[src/rtl/ccu_wr_pkg.sv]
// Shared ACE write-channel types for the CCU write dispatcher.
// Only the fields the dispatcher and its neighbours touch are modelled.
package ccu_wr_pkg;

    typedef struct packed {
        logic [3:0]  id;
        logic [31:0] addr;
        logic [7:0]  len;
        logic [1:0]  domain;
        logic [2:0]  snoop;
    } aw_t;

    typedef struct packed {
        logic [31:0] data;
        logic [3:0]  strb;
        logic        last;
    } w_t;

    typedef struct packed {
        logic [3:0] id;
        logic [1:0] resp;
    } b_t;

    typedef struct packed {
        logic [3:0]  id;
        logic [31:0] addr;
        logic [7:0]  len;
    } ar_t;

    typedef struct packed {
        logic [3:0]  id;
        logic [31:0] data;
        logic [1:0]  resp;
        logic        last;
    } r_t;

    typedef struct packed {
        aw_t  aw;
        logic aw_valid;
        w_t   w;
        logic w_valid;
        logic b_ready;
        ar_t  ar;
        logic ar_valid;
        logic r_ready;
        logic wack;
        logic rack;
    } ace_req_t;

    typedef struct packed {
        logic aw_ready;
        logic ar_ready;
        logic w_ready;
        logic b_valid;
        b_t   b;
        logic r_valid;
        r_t   r;
    } ace_resp_t;

    typedef enum logic [1:0] {
        IDLE,
        SNP,
        BYP
    } state_e;

endpackage

[src/rtl/ccu_wr_dispatch.sv]
// Splits cached-master writes into a snooping path and a memory bypass path.
// Define CCU_WR_DISPATCH_EVICT_ABSORB_EN to absorb shareable Evicts locally.
module ccu_wr_dispatch
    import ccu_wr_pkg::*;
#(
    parameter type         slv_req_t  = ace_req_t,
    parameter type         slv_resp_t = ace_resp_t,
    parameter int unsigned MaxTrans   = 4
) (
    input  logic      clk_i,
    input  logic      rst_ni,
    input  slv_req_t  slv_req_i,
    output slv_resp_t slv_resp_o,
    output slv_req_t  snp_req_o,
    input  slv_resp_t snp_resp_i,
    output logic [3:0] snoop_trs_o,
    output slv_req_t  mem_req_o,
    input  slv_resp_t mem_resp_i
);

    localparam int unsigned     CntW   = $clog2(MaxTrans + 1);
    localparam logic [CntW-1:0] CntMax = CntW'(MaxTrans);
    localparam logic [CntW-1:0] CntOne = CntW'(1);

    state_e          state;
    state_e          state_next;
    logic [CntW-1:0] out_cnt;
    logic [CntW-1:0] out_cnt_next;
    logic [CntW-1:0] w_cnt;
    logic [CntW-1:0] w_cnt_next;

    logic       shareable;
    logic       is_snp;
    logic       is_byp;
    logic [3:0] trs;
    logic       aw_hold;
    logic       byp_aw_ok;
    logic       mem_aw_hs;
    logic       w_en;
    logic       w_last_hs;
    logic       mem_b_hs;

    assign shareable = (slv_req_i.aw.domain == 2'b01) ||
                       (slv_req_i.aw.domain == 2'b10);
    assign is_snp = shareable && ((slv_req_i.aw.snoop == 3'b000) ||
                                  (slv_req_i.aw.snoop == 3'b001));

    always_comb begin
        trs = 4'b0000;
        if (slv_req_i.aw.snoop == 3'b000) begin
            trs = 4'b1001;
        end else if (slv_req_i.aw.snoop == 3'b001) begin
            trs = 4'b1101;
        end
    end

`ifdef CCU_WR_DISPATCH_EVICT_ABSORB_EN
    logic                               is_evict;
    logic                               evict_set;
    logic                               evict_b_q;
    logic [$bits(slv_req_i.aw.id)-1:0]  evict_id_q;

    assign is_evict  = shareable && (slv_req_i.aw.snoop == 3'b100);
    assign is_byp    = !is_snp && !is_evict;
    assign aw_hold   = evict_b_q;
    assign evict_set = (state == IDLE) && !evict_b_q &&
                       slv_req_i.aw_valid && is_evict;

    always_ff @(posedge clk_i or negedge rst_ni) begin
        if (!rst_ni) begin
            evict_b_q  <= 1'b0;
            evict_id_q <= '0;
        end else if (evict_set) begin
            evict_b_q  <= 1'b1;
            evict_id_q <= slv_req_i.aw.id;
        end else if (evict_b_q && slv_req_i.b_ready) begin
            evict_b_q  <= 1'b0;
        end
    end
`else
    assign is_byp  = !is_snp;
    assign aw_hold = 1'b0;
`endif

    assign byp_aw_ok = slv_req_i.aw_valid && is_byp && !aw_hold &&
                       ((state == IDLE) ||
                        ((state == BYP) && (out_cnt < CntMax)));
    assign mem_aw_hs = byp_aw_ok && mem_resp_i.aw_ready;
    // An AW accepted this very cycle already owns the W beat on the bus.
    assign w_en      = (state != SNP) && ((w_cnt != '0) || mem_aw_hs);
    assign w_last_hs = w_en && slv_req_i.w_valid &&
                       mem_resp_i.w_ready && slv_req_i.w.last;
    assign mem_b_hs  = (state != SNP) && (out_cnt != '0) &&
                       mem_resp_i.b_valid && slv_req_i.b_ready;

    always_comb begin
        out_cnt_next = out_cnt;
        if (mem_aw_hs && !mem_b_hs) begin
            out_cnt_next = out_cnt + CntOne;
        end else if (!mem_aw_hs && mem_b_hs) begin
            out_cnt_next = out_cnt - CntOne;
        end
        w_cnt_next = w_cnt;
        if (mem_aw_hs && !w_last_hs) begin
            w_cnt_next = w_cnt + CntOne;
        end else if (!mem_aw_hs && w_last_hs) begin
            w_cnt_next = w_cnt - CntOne;
        end
    end

    always_ff @(posedge clk_i or negedge rst_ni) begin
        if (!rst_ni) begin
            state   <= IDLE;
            out_cnt <= '0;
            w_cnt   <= '0;
        end else begin
            state   <= state_next;
            out_cnt <= out_cnt_next;
            w_cnt   <= w_cnt_next;
        end
    end

    always_comb begin
        slv_resp_o   = '0;
        snp_req_o    = '0;
        mem_req_o    = '0;
        snoop_trs_o  = 4'b0000;
        state_next   = state;
        snp_req_o.aw = slv_req_i.aw;
        snp_req_o.w  = slv_req_i.w;
        mem_req_o.aw = slv_req_i.aw;
        mem_req_o.w  = slv_req_i.w;

        unique case (state)
            IDLE: begin
                if (!aw_hold && slv_req_i.aw_valid && is_snp) begin
                    snp_req_o.aw_valid  = 1'b1;
                    slv_resp_o.aw_ready = snp_resp_i.aw_ready;
                    snoop_trs_o         = trs;
                    if (snp_resp_i.aw_ready) begin
                        state_next = SNP;
                    end
                end else if (byp_aw_ok) begin
                    mem_req_o.aw_valid  = 1'b1;
                    slv_resp_o.aw_ready = mem_resp_i.aw_ready;
                    if (mem_resp_i.aw_ready) begin
                        state_next = BYP;
                    end
                end
`ifdef CCU_WR_DISPATCH_EVICT_ABSORB_EN
                else if (evict_set) begin
                    slv_resp_o.aw_ready = 1'b1;
                end
`endif
            end
            SNP: begin
                snp_req_o.w_valid  = slv_req_i.w_valid;
                slv_resp_o.w_ready = snp_resp_i.w_ready;
                slv_resp_o.b_valid = snp_resp_i.b_valid;
                slv_resp_o.b       = snp_resp_i.b;
                snp_req_o.b_ready  = slv_req_i.b_ready;
                if (snp_resp_i.b_valid && slv_req_i.b_ready) begin
                    state_next = IDLE;
                end
            end
            BYP: begin
                if (byp_aw_ok) begin
                    mem_req_o.aw_valid  = 1'b1;
                    slv_resp_o.aw_ready = mem_resp_i.aw_ready;
                end
                if (out_cnt_next == '0) begin
                    state_next = IDLE;
                end
            end
            default: state_next = IDLE;
        endcase

        if (state != SNP) begin
            mem_req_o.w_valid  = slv_req_i.w_valid && w_en;
            slv_resp_o.w_ready = mem_resp_i.w_ready && w_en;
            if (out_cnt != '0) begin
                slv_resp_o.b_valid = mem_resp_i.b_valid;
                slv_resp_o.b       = mem_resp_i.b;
                mem_req_o.b_ready  = slv_req_i.b_ready;
            end
        end

`ifdef CCU_WR_DISPATCH_EVICT_ABSORB_EN
        if (evict_b_q) begin
            slv_resp_o.b_valid = 1'b1;
            slv_resp_o.b       = '0;
            slv_resp_o.b.id    = evict_id_q;
        end
`endif

        if (!rst_ni) begin
            slv_resp_o  = '0;
            snp_req_o   = '0;
            mem_req_o   = '0;
            snoop_trs_o = 4'b0000;
        end
    end

    logic unused_ok;
    assign unused_ok = ^{slv_req_i.ar, slv_req_i.ar_valid, slv_req_i.r_ready,
                         slv_req_i.wack, slv_req_i.rack,
                         snp_resp_i.ar_ready, snp_resp_i.r_valid, snp_resp_i.r,
                         mem_resp_i.ar_ready, mem_resp_i.r_valid, mem_resp_i.r};

endmodule

[config.mk]
export PLATFORM = sky130hd
export DESIGN_NAME = ccu_wr_dispatch
export DESIGN_NICKNAME = d
export VERILOG_FILES = /design/src/rtl/ccu_wr_pkg.sv /design/src/rtl/ccu_wr_dispatch.sv
export SDC_FILE = /design/constraint.sdc
export NUM_CORES = 1
export LEC_CHECK = 0
export ABC_CLOCK_PERIOD_IN_PS = 3300
export CAP_MARGIN = 20
export CORE_AREA = 2 2 219 221
export DETAILED_ROUTE_END_ITERATION = 12
export DIE_AREA = 0 0 221 223
export PLACE_DENSITY = 0.37
export SYNTH_ARGS = -nofsm -noshare
export SYNTH_HDL_FRONTEND = slang
export SYNTH_SLANG_ARGS = --single-unit
[constraint.sdc]
create_clock -name clk_i -period 3.3 [get_ports clk_i]
set_input_delay 0.66 -clock clk_i [delete_from_list [all_inputs] [get_ports clk_i]]
set_output_delay 0.66 -clock clk_i [all_outputs]
set_load 0.01 [all_outputs]
=== After elaboration in Yosys (flattened, before gate mapping) ===
Cells that the tools add are included.

* Equal/unequal tests: 11
* Reduce and logical (&&, ||, !) cells: 34
* Mux-type cells: 33
* $add $sub $neg: 4
* $lt $le $gt $ge: 1

{| class="wikitable"
|+ Operators with widths
! cell !! count
|-
| $mux 137 || 2
|-
| $mux 50 || 1
|-
| $mux 4 || 5
|-
| $logic_and 1x1->1 || 19
|-
| $mux 2 || 8
|-
| $mux 8 || 2
|-
| $mux 3 || 4
|-
| $mux 1 || 7
|-
| $mux 7 || 1
|-
| $add 3x1->3 const B || 2
|-
| $logic_not 3->1 || 2
|-
| $ne 3x2->1 const B || 2
|-
| $pmux 2 s3 || 1
|-
| $reduce_bool 3->1 || 2
|-
| $sub 3x1->3 const B || 2
|-
| $reduce_and 5->1 || 1
|-
| $eq 2x1->1 const B || 2
|-
| $eq 2x2->1 const B || 2
|-
| $logic_not 1->1 || 4
|-
| $logic_or 1x1->1 || 4
|-
| $ne 2x1->1 const B || 2
|-
| $pmux 1 s2 || 2
|-
| $eq 3x1->1 const B || 1
|-
| $lt 3x3->1 const B || 1
|-
| 4 further kinds || 4
|}

* Word-level logic and storage cells: 86
* Register bits: 8
* Output and inout port bits: 328

=== Depth between registers and ports, before layout ===
Gate-level depths: netlist (run 1).

* Depth after elaboration: 15
* Gate-level depth with buffers: 10
* Gate-level depth less buffers: 10

=== Worst setup path after synthesis (run 1) ===
Ideal clock, no wire load.

* Kind: input-to-output
* Start: in slv_req_i[92] in the netlist's numbering
* End: out snoop_trs_o[2]
* Setup slack: 0.669 ns
* Required time: 2.640 ns
* Arrival time: 1.971 ns
* Stages: 4
* Buffers on the path: 0
* Cell sequence: xnor2_1 -> or3_1 -> nor4_1 -> and2_1

* Cells in the longest elaborated chain, start to end: 7

{| class="wikitable"
|+ Ends and longest elaborated chain
! what !! RTL line !! RTL
|-
| start, declared || ccu_wr_dispatch.sv:12 || <nowiki>input slv_req_t slv_req_i,</nowiki>
|-
| $eq 2x1->1 / $eq 2x2->1 (equally long branches) || ccu_wr_dispatch.sv:43, ccu_wr_dispatch.sv:44 ||
|-
| $logic_or 1x1->1 (*) || ccu_wr_dispatch.sv:43 || <nowiki>assign shareable = (slv_req_i.aw.domain == 2'b01) ||</nowiki>
|-
| $logic_and 1x1->1 (*) || ccu_wr_dispatch.sv:45 || <nowiki>assign is_snp = shareable && ((slv_req_i.aw.snoop == 3'b000) ||</nowiki>
|-
| $logic_and 1x1->1 (*) || ccu_wr_dispatch.sv:136 || <nowiki>if (!aw_hold && slv_req_i.aw_valid && is_snp) begin</nowiki>
|-
| $mux 4 (*) || ccu_wr_dispatch.sv:136 ||
|-
| $mux 4 (*) || ccu_wr_dispatch.sv:134 || <nowiki>unique case (state)</nowiki>
|-
| $mux 4 (*) || ccu_wr_dispatch.sv:196 || <nowiki>if (!rst_ni) begin</nowiki>
|-
| end, declared || ccu_wr_dispatch.sv:16 || <nowiki>output logic [3:0] snoop_trs_o,</nowiki>
|}

Every way passes the cells marked *; elsewhere a longest branch is shown, timed or not.

=== Worst setup path in the final report (run 1) ===
* Start: in slv_req_i[91] in the netlist's numbering
* End: out snoop_trs_o[0]

Same word-level chain as after synthesis.

==> results of run 1 <==
## registers in the layout, indices dropped and copies added, names as in the netlist
register / flops
state: 2
w_cnt: 3
out_cnt: 3
## cells in the mapped netlist, types with 2 or more instances
library cell / count / area, µm²
a22o_1: 6 / 52.6
a31oi_1: 2 / 12.5
and2_1: 89 / 557
and3_1: 4 / 25.0
buf_4: 225 / 1690
clkbuf_1: 11 / 41.3
dfrtp_1: 8 / 200
ha_1: 4 / 50.1
inv_1: 7 / 26.3
mux2i_1: 2 / 20.0
nand2_1: 7 / 26.3
nand3_1: 2 / 10.0
nor2_1: 4 / 15.0
nor2b_1: 3 / 18.8
nor3_1: 3 / 15.0
nor3b_1: 2 / 15.0
nor4_1: 2 / 12.5
o21ai_0: 4 / 20.0
o21bai_1: 2 / 15.0
or3_1: 3 / 18.8
xnor2_1: 4 / 35.0
xor2_1: 2 / 17.5
## cell type report
cell class              instances  area, µm²
flip-flops and latches          8        200
well taps                     615        769
inverters                       7       26.3
repair buffers                318       3160
multi-input cells             301       1660
fillers                      5432      41300
clock buffers                   3       75.1
## worst paths after layout
check,depth (start not counted),startpoint,end
max in group asynchronous,3,rst_ni,w_cnt[0]$_DFFE_PN0P_
min,2,rst_ni,state[1]$_DFFE_PN0P_
max,8,slv_req_i[91],snoop_trs_o[0]
min reg2reg,1,w_cnt[2]$_DFFE_PN0P_,w_cnt[2]$_DFFE_PN0P_
min in group clk_i,1,w_cnt[2]$_DFFE_PN0P_,w_cnt[2]$_DFFE_PN0P_
max reg2reg,10,state[1]$_DFFE_PN0P_,w_cnt[2]$_DFFE_PN0P_
## power breakdown
part,internal [µW],switching (µW),total (µW)
Combinational,527,439,966
Clock,157,55.0,212
Sequential,145,53.7,199
## cells in the final DEF (no fill, tap or decap), drive strengths merged, types with 5 or more instances in the layout
master         instances
dfrtp                  8
inv                    7
conb                 138
clkdlybuf4s50        288
buf                   23
dlygate4sd2            5
and2                  89
a22o                   6
nand2                  7
## stage by stage
step           cell area [µm²]  total power [µW]
6_report                  5890              1380
3_3_place_gp              5780              1180
3_5_place_dp              5780              1170
4_1_cts                   5880              1400
5_1_grt                   5890              1490
2_1_floorplan             3600               837
## worst max-delay path, stage by stage
cell	delay, ps
clkdlybuf4s50_1	460
xnor2_2	170
buf_12	140
or3_4	370
nor4_4	200
buf_4	150
buf_4	110
dlygate4sd2_1	260
## what timing repair did
item | 4_1_cts | 5_1_grt
setup buffers | 1 | 0
hold buffers | 0 | 0
endpoints found under the setup margin | 7 | 5
resized for setup | 12 | 3
pin swaps | 2 | 1
## logic make-up after synthesis
logic type / count (synthesis)
buffers and inverters: 245
other: 1
AND/OR/NAND/NOR: 126
adder cells (fa/ha/maj): 5
flip-flops: 8
multiplexers: 3
XOR/XNOR: 6
AO/OA/AOI/OAI: 23
## per-layer routing
metal / global-route usage (%) / vias up / wire length (µm)
met4: 0.823 / 2 / 105
met2: 8.23 / 237 / 6210
met3: 1.15 / 8 / 1020
met5: 0 / - / 13
li1: - / 1384 / -
met1: 5.18 / 1300 / 4640
==> out/metrics.cfg, run 1 <==
[sta]
setup_ws_ps = 110
tns_ps = 0
drv_slew = 0
finalCritPeriodShare_pct = 96.7
rsz0062_at_grt = false
max_clock_freq_mhz = 313
setup_violations = 0
hold_viol = 0
holdWs_ps = 416
worst_clock_skew_ps = 3.40
finalCriticalPeriod_ps = 3190

[synthesis]
synth_xor_area_share_pct = 1.70
syn_inst = 417
synthMuxAreaShare_pct = 1.01
synth_warnings = 0
synth.distinct_cells = 43
yosys.area_share.adder_pct = 2.27
synth.avg_cell_area_um2 = 7.40
async_reset_ff_share_pct = 100
synth_seq_area_share_pct = 6.49
yosys_register_bits = 8
syn_area_um2 = 3090
synth-compound-area-share_pct = 5.92
synth_edf_count = 0
synth-simple-area-share_pct = 25.1
synth_top_family_by_area = buffers and inverters
ys.flop_type = dfrtp_1

[die]
start_util_pct = 6.54
die_w_um = 221
num_io_pins = 567
die_y_um = 223
die_area_um2 = 49300
core_um2 = 47100
num_rows = 80

[detailed_routing]
drt-wirelength-per-cell_um = 9.58
vias_per_cell = 2.34
ant_nets = 0
first_pass_iters = 4
drt_iter0_markers = 22
vias = 2931
wl_mm = 12.0
drcViolationCount = 0

[clocking]
cts.sinks = 8
clock_latency_ps = 240
cts-htree-levels = 1
cts_buffers = 3
clockBufferDepth = 2
cts_tree = yes
cts.clk_slew.worst_paths_ps = 40
cts-root-buf = clkbuf_16

[global_route]
first_global_vias = 2850
antenna_found_initial = 1
track_usage_pct = 4.46
overflow = 0
grt_max_degree = 46
grt_pass1_wl_mm = 16.9

[cells_and_area]
num-nets-final = 883
layout-drive-gt1-share_pct = 5.34
final_util_pct = 12.5
areaGrowthSynthToFinish_pct = 90.9
antenna_cells = 0
layoutNonFillerInstCount = 1252

[worst_setup_path]
cp_data_arrival_time_ps = 2530
setup.worst_path.start_class = input port
crit_type = input port to output port
required_ps = 2640
reg2reg_slack_ps = 1080
crit_path_max_fanout = 3
critPathCaptureType = output port

[power]
power-per-cell-area_nw_per_um2 = 234
ir_drop_mv = 0.160
p_leak_uw = 0.00234

[min_path]
hp-class = input port to async pin

[job]
max_cap_violations = 0

[place]
dp.cells = 1248
io_buffers = 298
routabilityCongestion = 0.684
pre_cts_ws_ps = -362
place.detailed.hpwl_mm = 10.8

[outcome]
status = completed

Note: power is estimated with default switching activity, not from simulation.
==> run 2, diff against run 1 <==
--- a/config.mk
+++ b/config.mk
@@ -5,7 +5,6 @@
 export SDC_FILE = /design/constraint.sdc
 export NUM_CORES = 1
 export LEC_CHECK = 0
-export ABC_CLOCK_PERIOD_IN_PS = 3300
 export CAP_MARGIN = 20
 export CORE_AREA = 2 2 219 221
 export DETAILED_ROUTE_END_ITERATION = 12
==> results of run 2 <==
Final layout, timing and power as in run 1 (identical DEF).
==> run 3, diff against run 2 <==
--- a/config.mk
+++ b/config.mk
@@ -10,6 +10,7 @@
 export DETAILED_ROUTE_END_ITERATION = 12
 export DIE_AREA = 0 0 221 223
 export PLACE_DENSITY = 0.37
+export SLEW_MARGIN = 10
 export SYNTH_ARGS = -nofsm -noshare
 export SYNTH_HDL_FRONTEND = slang
 export SYNTH_SLANG_ARGS = --single-unit
==> results of run 3 <==
Final layout, timing and power as in run 1 (identical DEF).
